==> src/rtl/instruction_fetch.sv <==
// Instruction fetch: owns the PC, issues credit-limited in-order word fetches and
// buffers returned {instruction, pc} pairs for decode, discarding stale fetches on redirect.
module instruction_fetch #(
    parameter int unsigned FIFO_DEPTH = 4,
    parameter logic [31:0] RESET_PC   = 32'h0000_0000
) (
    input  logic        clk,
    input  logic        rst,
    output logic        imem_req_valid,
    input  logic        imem_req_ready,
    output logic [31:0] imem_req_addr,
    input  logic        imem_resp_valid,
    input  logic [31:0] imem_resp_data,
    input  logic        redirect_valid,
    input  logic [31:0] redirect_pc,
    output logic        if_valid,
    input  logic        if_ready,
    output logic [31:0] if_instruction,
    output logic [31:0] if_pc
);
    localparam int unsigned PW = (FIFO_DEPTH > 1) ? $clog2(FIFO_DEPTH) : 1;
    localparam int unsigned CW = PW + 1;
    localparam logic [CW:0] CREDIT_LIMIT = (CW + 1)'(FIFO_DEPTH);

    logic [31:0]   pc;
    logic [CW-1:0] outstanding;
    logic [CW-1:0] outstanding_next;
    logic [CW-1:0] stale;
    logic [CW-1:0] fifo_count;
    logic [PW-1:0] tag_wr;
    logic [PW-1:0] tag_rd;
    logic [PW-1:0] fifo_wr;
    logic [PW-1:0] fifo_rd;
    logic [31:0]   tag_mem   [FIFO_DEPTH];
    logic [31:0]   instr_mem [FIFO_DEPTH];
    logic [31:0]   pc_mem    [FIFO_DEPTH];
    logic          req_fire;
    logic          fifo_push;
    logic          fifo_pop;

    // Credit uses registered counts only, so a pop frees a slot one cycle later.
    always_comb begin
        imem_req_valid   = !rst && (({1'b0, outstanding} + {1'b0, fifo_count}) < CREDIT_LIMIT);
        req_fire         = imem_req_valid && imem_req_ready;
        fifo_push        = imem_resp_valid && (stale == '0) && !redirect_valid;
        fifo_pop         = if_valid && if_ready && !redirect_valid;
        outstanding_next = outstanding + CW'(req_fire) - CW'(imem_resp_valid);
    end

    assign imem_req_addr  = pc;
    assign if_valid       = (fifo_count != '0);
    assign if_instruction = if_valid ? instr_mem[fifo_rd] : '0;
    assign if_pc          = if_valid ? pc_mem[fifo_rd] : '0;

    always_ff @(posedge clk) begin
        if (rst) begin
            pc          <= RESET_PC;
            outstanding <= '0;
            stale       <= '0;
            fifo_count  <= '0;
            tag_wr      <= '0;
            tag_rd      <= '0;
            fifo_wr     <= '0;
            fifo_rd     <= '0;
        end else begin
            outstanding <= outstanding_next;
            if (redirect_valid) begin
                // Everything still in flight after this cycle, including a request accepted now, is stale.
                pc         <= redirect_pc & 32'hFFFF_FFFC;
                stale      <= outstanding_next;
                fifo_count <= '0;
                tag_wr     <= '0;
                tag_rd     <= '0;
                fifo_wr    <= '0;
                fifo_rd    <= '0;
            end else begin
                if (req_fire) begin
                    pc     <= pc + 32'd4;
                    tag_wr <= tag_wr + PW'(1);
                end
                if (imem_resp_valid && (stale != '0)) begin
                    stale <= stale - CW'(1);
                end
                if (fifo_push) begin
                    fifo_wr <= fifo_wr + PW'(1);
                    tag_rd  <= tag_rd + PW'(1);
                end
                if (fifo_pop) begin
                    fifo_rd <= fifo_rd + PW'(1);
                end
                fifo_count <= fifo_count + CW'(fifo_push) - CW'(fifo_pop);
            end
        end
    end

    always_ff @(posedge clk) begin
        if (req_fire) begin
            tag_mem[tag_wr] <= pc;
        end
        if (fifo_push) begin
            instr_mem[fifo_wr] <= imem_resp_data;
            pc_mem[fifo_wr]    <= tag_mem[tag_rd];
        end
    end

    no_fifo_overflow: assert property (@(posedge clk) disable iff (rst)
        !(fifo_push && !fifo_pop && (fifo_count == CW'(FIFO_DEPTH))));

endmodule

==> config.mk <==
export PLATFORM = sky130hd
export DESIGN_NAME = instruction_fetch
export DESIGN_NICKNAME = d
export VERILOG_FILES = /design/src/rtl/instruction_fetch.sv
export SDC_FILE = /design/constraint.sdc
export NUM_CORES = 1
export LEC_CHECK = 0
export BUFFER_PORTS_ARGS = -buffer_cell sky130_fd_sc_hd__buf_4
export CORE_MARGIN = 3
export CORE_UTILIZATION = 35
export DETAILED_ROUTE_END_ITERATION = 12
export GPL_TIMING_DRIVEN = 0
export PLACE_DENSITY = 0.62
export SKIP_LAST_GASP = 1
export SLEW_MARGIN = 15
export SYNTH_ARGS = -nofsm -noshare
export SYNTH_HDL_FRONTEND = slang
export SYNTH_SLANG_ARGS = --single-unit
==> constraint.sdc <==
create_clock -name clk -period 5.6 [get_ports clk]
set_input_delay 1.12 -clock clk [delete_from_list [all_inputs] [get_ports clk]]
set_output_delay 1.12 -clock clk [all_outputs]
set_load 0.05 [all_outputs]
==> results.cfg <==
[place]
hpwlAfterDp_um = 24800
dp_slack_ps = 1440
io_buffers = 161
gp_congestion = 0.819

[cells_and_area]
area_growth_pct = 21.8
antenna-diode-count = 0
nNetsFinal = 1214
drive_gt1_share_pct = 30.1

[detailed_routing]
drc_errors = 0
first_pass_iters = 5
final_antenna_net_count = 0
wirelength_um = 37800
viasPerCell = 5.09
via_count = 8992
wire_per_inst_um = 21.4
drt_iter0_markers = 651

[synth]
synth.top_cell.area_share_pct = 66.5
ys.flop_type = edfxtp_1
synth-seq-cells = 419
netlist_area_um2 = 16600
ys_seq_area_share_pct = 72.6
yosys_warnings = 0
yosysTopAreaCell = edfxtp_1
netlist_top_cells_area = edfxtp_1, mux4_2, dfxtp_1, and2_1, ha_1
synth_cell_types = 57
synth_async_sr_flop_share_pct = 0
syn_inst = 907
synth.avg_cell_area_um2 = 18.3
synth-edff-count = 368

[global_routing]
grt-ovfl-total = 0
grt_pass1_wl_um = 56600
grt_util_all_layers_pct = 14.9
grt_pass1_vias = 9164
grt_max_degree = 46
grt_antenna_before_repair = 0

[clock_tree]
cts-root-buf = clkbuf_16
cts_buffer_depth = 3
cts_resized = 0
htree_levels = 2
cts_tree = yes
cts_made_buffers = 44
clock_sinks = 419
cts-hold-fix-buffers = 0
post_cts_buffers = 0
clk_pin_slew_ps = 60
insertion_delay_ps = 560

[worst_setup_path]
crit_fanout = 10
worst_ep_required_time_ps = 4480
crit_path_cell_trace = clkbuf_1 > buf_1 > mux4_2 > and2_1 > buf_4
end_kind = primary output
critical-path-top-delay-family = buffers and inverters
crit_type = flop to primary output
cp.arrival_ps = 3280
r2r-end = stale[2]$_SDFFE_PP0P_
r2r-start = fifo_count[2]$_SDFF_PP0_
crit_buf_inv = 3
max_stage_delay_ps = 770
startpoint_type = flop
cp_slowest_cell = buf_1
ff2ff_path_depth = 12
r2r_slack_ps = 2230

[sta]
fin_crit_ps = 4400
tightest_slew_ps = 1210
maxSlewHeadroom_pct = 18.7
setup_tns_ps = 0
timing.final.max_slew_violations = 0
period_share_pct = 78.6
skew_ps = 25.0
setup-violations-final = 0
layout_setup_ws_ps = 1200
hold_violations = 0
fmaxAchievable_mhz = 227
rsz0062_at_grt = no

[min_path]
hold_path_end = fifo_rd[1]$_SDFFE_PP0P_
min_path_cells = 2
hp-start = fifo_rd[1]$_SDFFE_PP0P_
min_path_type = flop to flop

[die]
initial_core_util_pct = 35.6
fp.coreArea_um2 = 46800
die_x_um = 224
fp.dieH_um = 224
die-area_um2 = 50100
boundaryPins = 168
rows = 79

[flow_run]
drv_cap = 0

[power_and_ir_drop]
p_leak_uw = 0.00677
p_per_area_nw_per_um2 = 360
peakVddDrop_uv = 206

[outcome]
status = finished clean
[sequential cells by signal, indices dropped and copies added (netlist names), named ones only]
name           flops
fifo_count         3
outstanding        3
tag_rd             2
imem_req_addr     30
instr_mem        128
tag_mem          120
tag_wr             2
pc_mem           120
fifo_wr            2
fifo_rd            2
stale              3
[cell families (layout without fill, tap and decap cells)]
group | Yosys count | in the layout | share of synthesized area (%)
and+or+nand+nor | 218 | 218 | 7.56
adders and majority gates | 19 | 19 | 1.52
DFF | 419 | 419 | 72.6
xor gates and xnor gates | 19 | 19 | 1.00
buffers and inverters | 74 | 323 | 1.81
other | 1 | 4 | 0.0226
muxes | 95 | 95 | 12.6
AOI/OAI and AO/OA | 62 | 62 | 2.81
[how the worst max path moves through the flow]
stage	cells after the start	start	slack, ps	to
2_1_floorplan	3	redirect_valid	1680	instr_mem[0][0]$_DFFE_PP_
6_report	5	flop	1200	if_pc[21]
5_1_grt	5	flop	950	if_instruction[27]
4_1_cts	5	flop	1030	if_pc[21]
3_5_place_dp	11	redirect_valid	1440	fifo_count[2]$_SDFF_PP0_
3_3_place_gp	4	redirect_valid	-370	instr_mem[1][26]$_DFFE_PP_
[synth_stat cells, types with 2 or more instances]
library cell  count
edfxtp_1        368
mux4_2           92
and2_1           74
dfxtp_1          51
nor2_1           40
clkbuf_1         31
inv_1            25
nand2_1          20
xnor2_1          18
ha_1             17
nand3_1          14
a211oi_1         12
buf_1            12
nor4_1           11
a311oi_1          9
and3_1            9
nand4_1           9
a21oi_1           8
and4_1            8
nor2b_1           7
nor3_1            7
o21ai_0           6
buf_4             4
o211ai_1          4
or3_1             4
a2111oi_0         3
a2111oi_1         3
mux2i_1           3
a211o_1           2
a221oi_1          2
a31oi_1           2
fa_1              2
nand2b_1          2
nor4bb_1          2
or2_2             2
or4_1             2
or4_4             2
[tightest hold or removal path: cells and delay by family (launching register included)]
| kind | cells | cell delay [ps] |
|---|---|---|
| flip-flops | 1 | 330 |
| XOR/XNOR | 1 | 120 |
| AND/OR/NAND/NOR | 1 | 50 |
[layout by cell type, fill, tap and decap left out, types with 6 or more instances in the layout]
cell,n
edfxtp_1,368
buf_4,165
mux4_2,92
and2_1,66
dfxtp_1,51
clkbuf_16,44
clkbuf_1,41
nor2_1,40
inv_1,25
nand2_1,20
xnor2_1,18
ha_1,17
nand3_1,14
buf_1,12
a211oi_1,12
nor4_1,11
and3_1,9
nand4_1,9
a311oi_1,9
and4_1,8
a21oi_1,8
nor3_1,7
nor2b_1,7
o21ai_0,6
clkinv_2,6
clkbuf_8,6
buf_12,6
[area by class of cell]
cell class	count	area [um^2]
inverter	25	93.8
buffer	49	208
timing repair buffer	169	1380
fill	4095	26500
sequential	419	12100
multi-input combinational	417	4280
tap	607	759
clock buffer	60	1220
clock inverter	20	223
[routing by layer]
metal | up-vias | wire length (um) | track usage (%)
li1 | 4053 | - | -
met1 | 4575 | 16000 | 19.4
met2 | 304 | 18400 | 25.0
met3 | 60 | 2460 | 3.46
met4 | 0 | 912 | 4.91
met5 | - | 0 | 0
[through the flow]
stage | util, % | power (uW) | cells | hold WS [ps] | cell area (um^2)
final | 43.3 | 7280 | 1766 | 537 | 20200
after detailed placement | 40.2 | 4470 | 1686 | 516 | 18800
after floorplan | - | 4180 | 910 | 485 | 16600
after global placement | 39.8 | 4440 | 1678 | 502 | 18600
after CTS | 43.3 | 7380 | 1766 | 535 | 20200
after global routing | 43.3 | 7560 | 1766 | 567 | 20200
[power breakdown]
| group | total (uW) | internal (uW) | switching (uW) |
|---|---|---|---|
| Combinational | 752 | 286 | 466 |
| Clock | 2890 | 1720 | 1170 |
| Sequential | 3640 | 3560 | 80.1 |
No activity file was read; power rests on OpenSTA's default activity.
